### src/rtl/spi_pkg.sv
// -----------------------------------------------------------------------------
// spi_pkg
//   Shared definitions for the PS<->PL SPI link (spi_recv and spi_send).
//   - spi_state_e    : frame FSM encoding (IDLE, ACTIVE)
//   - SPI_CPOL/CPHA  : SPI mode 0 constants
//   - SPI_* defaults : default word width, synchronizer depth, counter width
// -----------------------------------------------------------------------------
package spi_pkg;

    typedef enum logic {
        IDLE   = 1'b0,
        ACTIVE = 1'b1
    } spi_state_e;

    // Mode 0: SCLK idles low, data sampled on the rising edge.
    localparam logic SPI_CPOL = 1'b0;
    localparam logic SPI_CPHA = 1'b0;

    localparam int SPI_DATA_WIDTH  = 8;
    localparam int SPI_SYNC_STAGES = 2;
    localparam int SPI_CNT_WIDTH   = 8;

endpackage

### src/rtl/spi_sync_edge.sv
// -----------------------------------------------------------------------------
// spi_sync_edge
//   Multi-flop synchronizer for one asynchronous SPI pin plus registered
//   rise/fall detection.
//   Ports:
//     clk   in  system clock
//     rst   in  synchronous active-high reset (chain loads P_RST_VAL)
//     din   in  asynchronous pin
//     dout  out synchronized level, time-aligned with rise/fall
//     rise  out 1-clk pulse, synchronized 0->1
//     fall  out 1-clk pulse, synchronized 1->0
//   dout is taken from the extra compare flop so that, across instances, a
//   level (e.g. MOSI) is valid in exactly the cycle another instance's edge
//   pulse (e.g. SCLK rise) is asserted.
// -----------------------------------------------------------------------------
module spi_sync_edge #(
    parameter int   P_STAGES  = 2,
    parameter logic P_RST_VAL = 1'b0
) (
    input  logic clk,
    input  logic rst,
    input  logic din,
    output logic dout,
    output logic rise,
    output logic fall
);

    logic [P_STAGES-1:0] sync_q;
    logic                last_q;

    always_ff @(posedge clk) begin
        if (rst) begin
            sync_q <= {P_STAGES{P_RST_VAL}};
            last_q <= P_RST_VAL;
            rise   <= 1'b0;
            fall   <= 1'b0;
        end else begin
            sync_q <= {sync_q[P_STAGES-2:0], din};
            last_q <= sync_q[P_STAGES-1];
            rise   <=  sync_q[P_STAGES-1] & ~last_q;
            fall   <= ~sync_q[P_STAGES-1] &  last_q;
        end
    end

    assign dout = last_q;

endmodule

### src/rtl/spi_recv.sv
// -----------------------------------------------------------------------------
// spi_recv
//   PL-side SPI mode-0 receiver for the PS SPI0 master. Oversamples SCLK, MOSI
//   and SS on clk, shifts MOSI MSB-first on SCLK rising edges and presents each
//   completed word on a valid/ready stream.
//   Ports:
//     clk, rst       system clock, synchronous active-high reset
//     SPI0_SCLK_O    SPI clock from PS (async)
//     SPI0_MOSI_O    SPI data from PS (async)
//     SPI0_SS_O      slave select from PS, active low (async)
//     data_o         received word, stable while valid_o
//     valid_o        word available, held until ready_i
//     ready_i        downstream accept
//     frame_start_o  1-clk pulse on synchronized SS fall
//     frame_end_o    1-clk pulse on synchronized SS rise
//     word_cnt_o     words completed in current/last frame (wraps)
//     abort_o        1-clk pulse when SS rises with a partial word
//     overrun_o      sticky: a word overwrote an unaccepted one; cleared by
//                    rst or frame start
//   SCLK high and low phases must each last >= P_SYNC_STAGES+2 clk periods.
// -----------------------------------------------------------------------------
module spi_recv
    import spi_pkg::*;
#(
    parameter int P_DATA_WIDTH  = SPI_DATA_WIDTH,
    parameter int P_SYNC_STAGES = SPI_SYNC_STAGES,
    parameter int P_CNT_WIDTH   = SPI_CNT_WIDTH
) (
    input  logic                    clk,
    input  logic                    rst,
    input  logic                    SPI0_SCLK_O,
    input  logic                    SPI0_MOSI_O,
    input  logic                    SPI0_SS_O,
    output logic [P_DATA_WIDTH-1:0] data_o,
    output logic                    valid_o,
    input  logic                    ready_i,
    output logic                    frame_start_o,
    output logic                    frame_end_o,
    output logic [P_CNT_WIDTH-1:0]  word_cnt_o,
    output logic                    abort_o,
    output logic                    overrun_o
);

    localparam int BW = (P_DATA_WIDTH > 1) ? $clog2(P_DATA_WIDTH) : 1;
    localparam logic [BW-1:0] LAST_BIT = BW'(P_DATA_WIDTH - 1);

    // Synchronized pins. All three chains are identical so MOSI is sampled
    // in the same cycle the SCLK rise is reported.
    logic sclk_rise, sclk_lvl_unused, sclk_fall_unused;
    logic ss_rise, ss_fall, ss_lvl_unused;
    logic mosi_s, mosi_rise_unused, mosi_fall_unused;

    spi_sync_edge #(.P_STAGES(P_SYNC_STAGES), .P_RST_VAL(1'b0)) u_sclk_sync (
        .clk  (clk),
        .rst  (rst),
        .din  (SPI0_SCLK_O),
        .dout (sclk_lvl_unused),
        .rise (sclk_rise),
        .fall (sclk_fall_unused)
    );

    // SS resets high so leaving reset with SS idle produces no edge.
    spi_sync_edge #(.P_STAGES(P_SYNC_STAGES), .P_RST_VAL(1'b1)) u_ss_sync (
        .clk  (clk),
        .rst  (rst),
        .din  (SPI0_SS_O),
        .dout (ss_lvl_unused),
        .rise (ss_rise),
        .fall (ss_fall)
    );

    spi_sync_edge #(.P_STAGES(P_SYNC_STAGES), .P_RST_VAL(1'b0)) u_mosi_sync (
        .clk  (clk),
        .rst  (rst),
        .din  (SPI0_MOSI_O),
        .dout (mosi_s),
        .rise (mosi_rise_unused),
        .fall (mosi_fall_unused)
    );

    spi_state_e              state;
    logic [P_DATA_WIDTH-1:0] sr;
    logic [P_DATA_WIDTH-1:0] sr_nxt;
    logic [BW-1:0]           bit_cnt;
    logic [BW-1:0]           bit_cnt_nxt;
    logic                    shift_en;
    logic                    word_done;

    assign shift_en  = (state == ACTIVE) && sclk_rise;
    assign word_done = shift_en && (bit_cnt == LAST_BIT);
    assign sr_nxt    = {sr[P_DATA_WIDTH-2:0], mosi_s};

    // Bit count after this cycle's SCLK edge; an SS rise in the same cycle
    // judges abort against this value, so a final edge coinciding with SS
    // rise completes the word cleanly.
    always_comb begin
        bit_cnt_nxt = bit_cnt;
        if (shift_en)
            bit_cnt_nxt = word_done ? '0 : bit_cnt + 1'b1;
    end

    always_ff @(posedge clk) begin
        if (rst) begin
            state         <= IDLE;
            sr            <= '0;
            bit_cnt       <= '0;
            data_o        <= '0;
            valid_o       <= 1'b0;
            frame_start_o <= 1'b0;
            frame_end_o   <= 1'b0;
            word_cnt_o    <= '0;
            abort_o       <= 1'b0;
            overrun_o     <= 1'b0;
        end else begin
            frame_start_o <= 1'b0;
            frame_end_o   <= 1'b0;
            abort_o       <= 1'b0;

            // Output stage: a new word always wins, even against a
            // same-cycle accept; it only counts as overrun if the old word
            // was still pending and not being taken.
            if (word_done) begin
                data_o  <= sr_nxt;
                valid_o <= 1'b1;
                if (valid_o && !ready_i)
                    overrun_o <= 1'b1;
            end else if (valid_o && ready_i) begin
                valid_o <= 1'b0;
            end

            case (state)
                IDLE: begin
                    if (ss_fall) begin
                        frame_start_o <= 1'b1;
                        word_cnt_o    <= '0;
                        bit_cnt       <= '0;
                        sr            <= '0;
                        overrun_o     <= 1'b0;
                        state         <= ACTIVE;
                    end
                end

                ACTIVE: begin
                    bit_cnt <= bit_cnt_nxt;
                    if (shift_en)
                        sr <= sr_nxt;
                    if (word_done)
                        word_cnt_o <= word_cnt_o + 1'b1;
                    if (ss_rise) begin
                        frame_end_o <= 1'b1;
                        abort_o     <= (bit_cnt_nxt != '0);
                        bit_cnt     <= '0;
                        sr          <= '0;
                        state       <= IDLE;
                    end
                end

                default: state <= IDLE;
            endcase
        end
    end

endmodule

### config.mk
export PLATFORM = sky130hd
export DESIGN_NAME = spi_recv
export DESIGN_NICKNAME = d
export VERILOG_FILES = /design/src/rtl/spi_pkg.sv /design/src/rtl/spi_sync_edge.sv /design/src/rtl/spi_recv.sv
export SDC_FILE = /design/constraint.sdc
export NUM_CORES = 1
export LEC_CHECK = 0
export BUFFER_PORTS_ARGS = -buffer_cell sky130_fd_sc_hd__buf_2
export CELL_PAD_IN_SITES_DETAIL_PLACEMENT = 1
export CELL_PAD_IN_SITES_GLOBAL_PLACEMENT = 1
export CORE_ASPECT_RATIO = 2
export CORE_MARGIN = 2
export CORE_UTILIZATION = 45
export DETAILED_ROUTE_END_ITERATION = 7
export PLACE_DENSITY = 0.9
export SLEW_MARGIN = 20
export SYNTH_ARGS = -nofsm -noshare
export SYNTH_HDL_FRONTEND = slang
export SYNTH_SLANG_ARGS = --single-unit
### constraint.sdc
create_clock -name clk -period 4.26 [get_ports clk]
set_clock_uncertainty 0.2 [all_clocks]
set_input_delay 0 -clock clk [delete_from_list [all_inputs] [get_ports clk]]
set_output_delay 0 -clock clk [all_outputs]
set_load 0.05 [all_outputs]
==> summary.md <==
| Metric | Value |
|---|---|
| Clock Tree Buf Depth | 2 |
| Clk_lat worst skew | 0.29 ns |
| Status | completed |
| Post-layout util | 54.2% |
| Worst Hold Class | in2reg |
| Nature of the critical path startpoint | flip-flop |
| GPL Wtd Cong | 0.756 |
| I/O Buffers | 26 |
| Cell row count | 31 |
| Post-synth cell types | 32 |
| Post-synthesis sequential area ratio | 51.8% |
| Leakage | 0.750 nW |
| Crit path DAT | 2.18 ns |
| Synth async-reset ratio | 0% |
| Largest cells by area after synthesis | dfxtp_1 (52%), a21oi_1 (5.6%), nand2_1 (4.4%) |
| Vias/cell | 5.48 |
| GR Overflow Total | 0 |
| Total clock buffers created by CTS | 5 |
| Top-area cell type share of the netlist area | 51.8% |
| Number of global-route vias before repair | 1461 |
| Ys Warns | 0 |
| Final hold viol count | 0 |
| Hpwl dp | 2720 µm |
| Layout cells sized above 1 | 22.9% |
| Antenna Violating Nets Remaining | 0 |
| Initial antenna violation count | 0 |
| Post-synthesis register bit count | 44 |
| Most common cell in the netlist | dfxtp_1 |
| TritonCTS clock tree | built |
| Synthesized instance count | 175 |
| Root Driver | clkbuf_8 |
| Worst setup path category | reg2reg |
| Slew @ Worst Pin | 0.763 ns |
| Endpoints failing setup | 0 |
| Die W | 47.5 µm |
| Slew headroom | 49.1% |
| Worst R2R Setup Slack | 2.06 ns |
| Die ar. | 0.00432 mm² |
| CTS H-tree lvls | 2 |
| Initial drt markers | 22 |
| Critical Path End Type | flip-flop |
| Critical-path cell list | ha_1, ha_1, nand3_2, a211oi_2, mux2_2 |
| Top post-synthesis cells by count | dfxtp_1 (44), nand2_1 (20), a21oi_1 (19) |
| Minimum clock period | 2.20 ns |
| Unrepaired setup endpoints after global routing | false |
| Cell type with the largest total area after synthesis | dfxtp_1 |
| WL per Instance | 14.9 µm |
| CP top delay family | adder cells |
| Detailed Routing Iterations Pass 1 | 4 |
| Worst EP required | 4.24 ns |
| Syn Nets | 184 |
| CTS clk-pin slew, worst paths | 0.07 ns |
| Post-synth EDFFs | 0 |
| First-pass GRT wire length | 6290 µm |
| Core Area | 0.00361 mm² |
| Number of diodes | 0 |
| GRT Overall Usage | 19.9% |
| Post-CTS Setup Inserts | 0 |
| Hold Buf Count CTS | 4 |
| Largest net degree at the start of global routing | 46 |
| Final period util | 51.5% |
| Fin nets | 210 |
| Synthesized area | 0.00170 mm² |
| I/O pins | 27 |
| Resized Gates After CTS | 0 |
| Buf/Inv on CP | 0 |
| Tot Pwr | 0.681 mW |
| Synth Area per Inst | 9.72 µm² |
| Fmax | 456 MHz |
| Initial Utilization | 47.1% |
| Clock Sinks | 44 |
| Fill count | 442 |
| Total negative slack | 0 ns |
| CP peak stage delay | 0.40 ns |
| DRC viols | 0 |
| Chip height | 90.9 µm |
| Cell mode on critical path | ha_1 |
| Final Max Tran Viols | 0 |
| Vias | 1369 |
| Area Growth Syn to Fin | 15.1% |
| Slowest CP cell | dfxtp_1 |
| Ys flop type | dfxtp_1 |
| DRT Wirelength | 3720 µm |
| CP Max Fanout | 15 |
| Max cap viols | 0 |
| VDD IR-drop max | 320 µV |
| Power per Cell Area | 348 mW/mm² |
layout by cell type (no fill, tap or decap), drive strengths merged, types with 2 or more instances in the layout:
master / count
a21oi: 19
mux2: 6
o21a: 2
clkbuf: 6
buf: 26
nand4: 3
dlygate4sd3: 4
or2: 3
o2111ai: 2
nand3: 11
nand2b: 4
nor2b: 8
a211oi: 4
nor3b: 7
nand2: 20
dfxtp: 44
nand4b: 7
inv: 2
a22o: 2
ha: 3
nor3: 6
nor2: 6
stage by stage:
step	hold slack (ns)	cell area, µm²	worst slack, ns	cells
floorplan	-0.0962	1700	2.41	175
global placement	-0.0156	1840	2.21	239
detailed placement	-0.00827	1840	2.07	239
CTS	0.0642	1960	2.05	250
global route	0.133	1960	1.99	250
finish	0.0717	1960	2.06	250
logic make-up after synthesis:
kind of cell	count (synthesis)	share of synthesized area [%]
compound gates	31	12.2
xor+xnor	1	0.515
fa+ha+maj	3	2.21
buf+inv	13	3.53
flops	44	51.8
mux	6	3.97
simple gates	77	25.8
path summary, 6_finish.rpt:
path / startpoint / to / cells after the start
worst max-delay path: bit_cnt[0] / word_cnt_o[6] / 5
worst min-delay path: rst / u_mosi_sync.dout / 2
worst max register to register: bit_cnt[0] / word_cnt_o[6] / 5
worst min register to register: u_sclk_sync.dout / u_sclk_sync.rise / 1
state kept, by name, summed over array words and instances, names as in the netlist, 2 cells and up:
| signal | cells |
|---|---|
| bit_cnt | 3 |
| data_o | 8 |
| sr | 7 |
| u_mosi_sync.sync_q | 2 |
| u_sclk_sync.sync_q | 2 |
| u_ss_sync.sync_q | 2 |
| word_cnt_o | 8 |
routing by layer:
layer  track usage (%)  part of all wire (%)
met4              10.4                   3.3
met1              20.4                    37
met5                 0                     0
met2              34.5                    56
met3              4.17                   3.1
final cells by class:
cell class	instances	area (µm²)	area share, %
timing repair buffer	30	170	8.70
sequential	44	881	45.0
tap	49	61.3	3.13
multi-input combinational	118	759	38.8
clock buffer	6	72.6	3.71
clock inverter	1	5.00	0.256
inverter	2	7.51	0.384
report_power, final:
group	total, mW	leakage [nW]	switching [mW]	internal [mW]
clock network	0.240	0.0410	0.128	0.111
registers	0.419	0.356	0.00389	0.416
logic	0.0216	0.353	0.0125	0.00910
total	0.681	0.750	0.145	0.536
No activity file was read; power rests on OpenSTA's default activity.
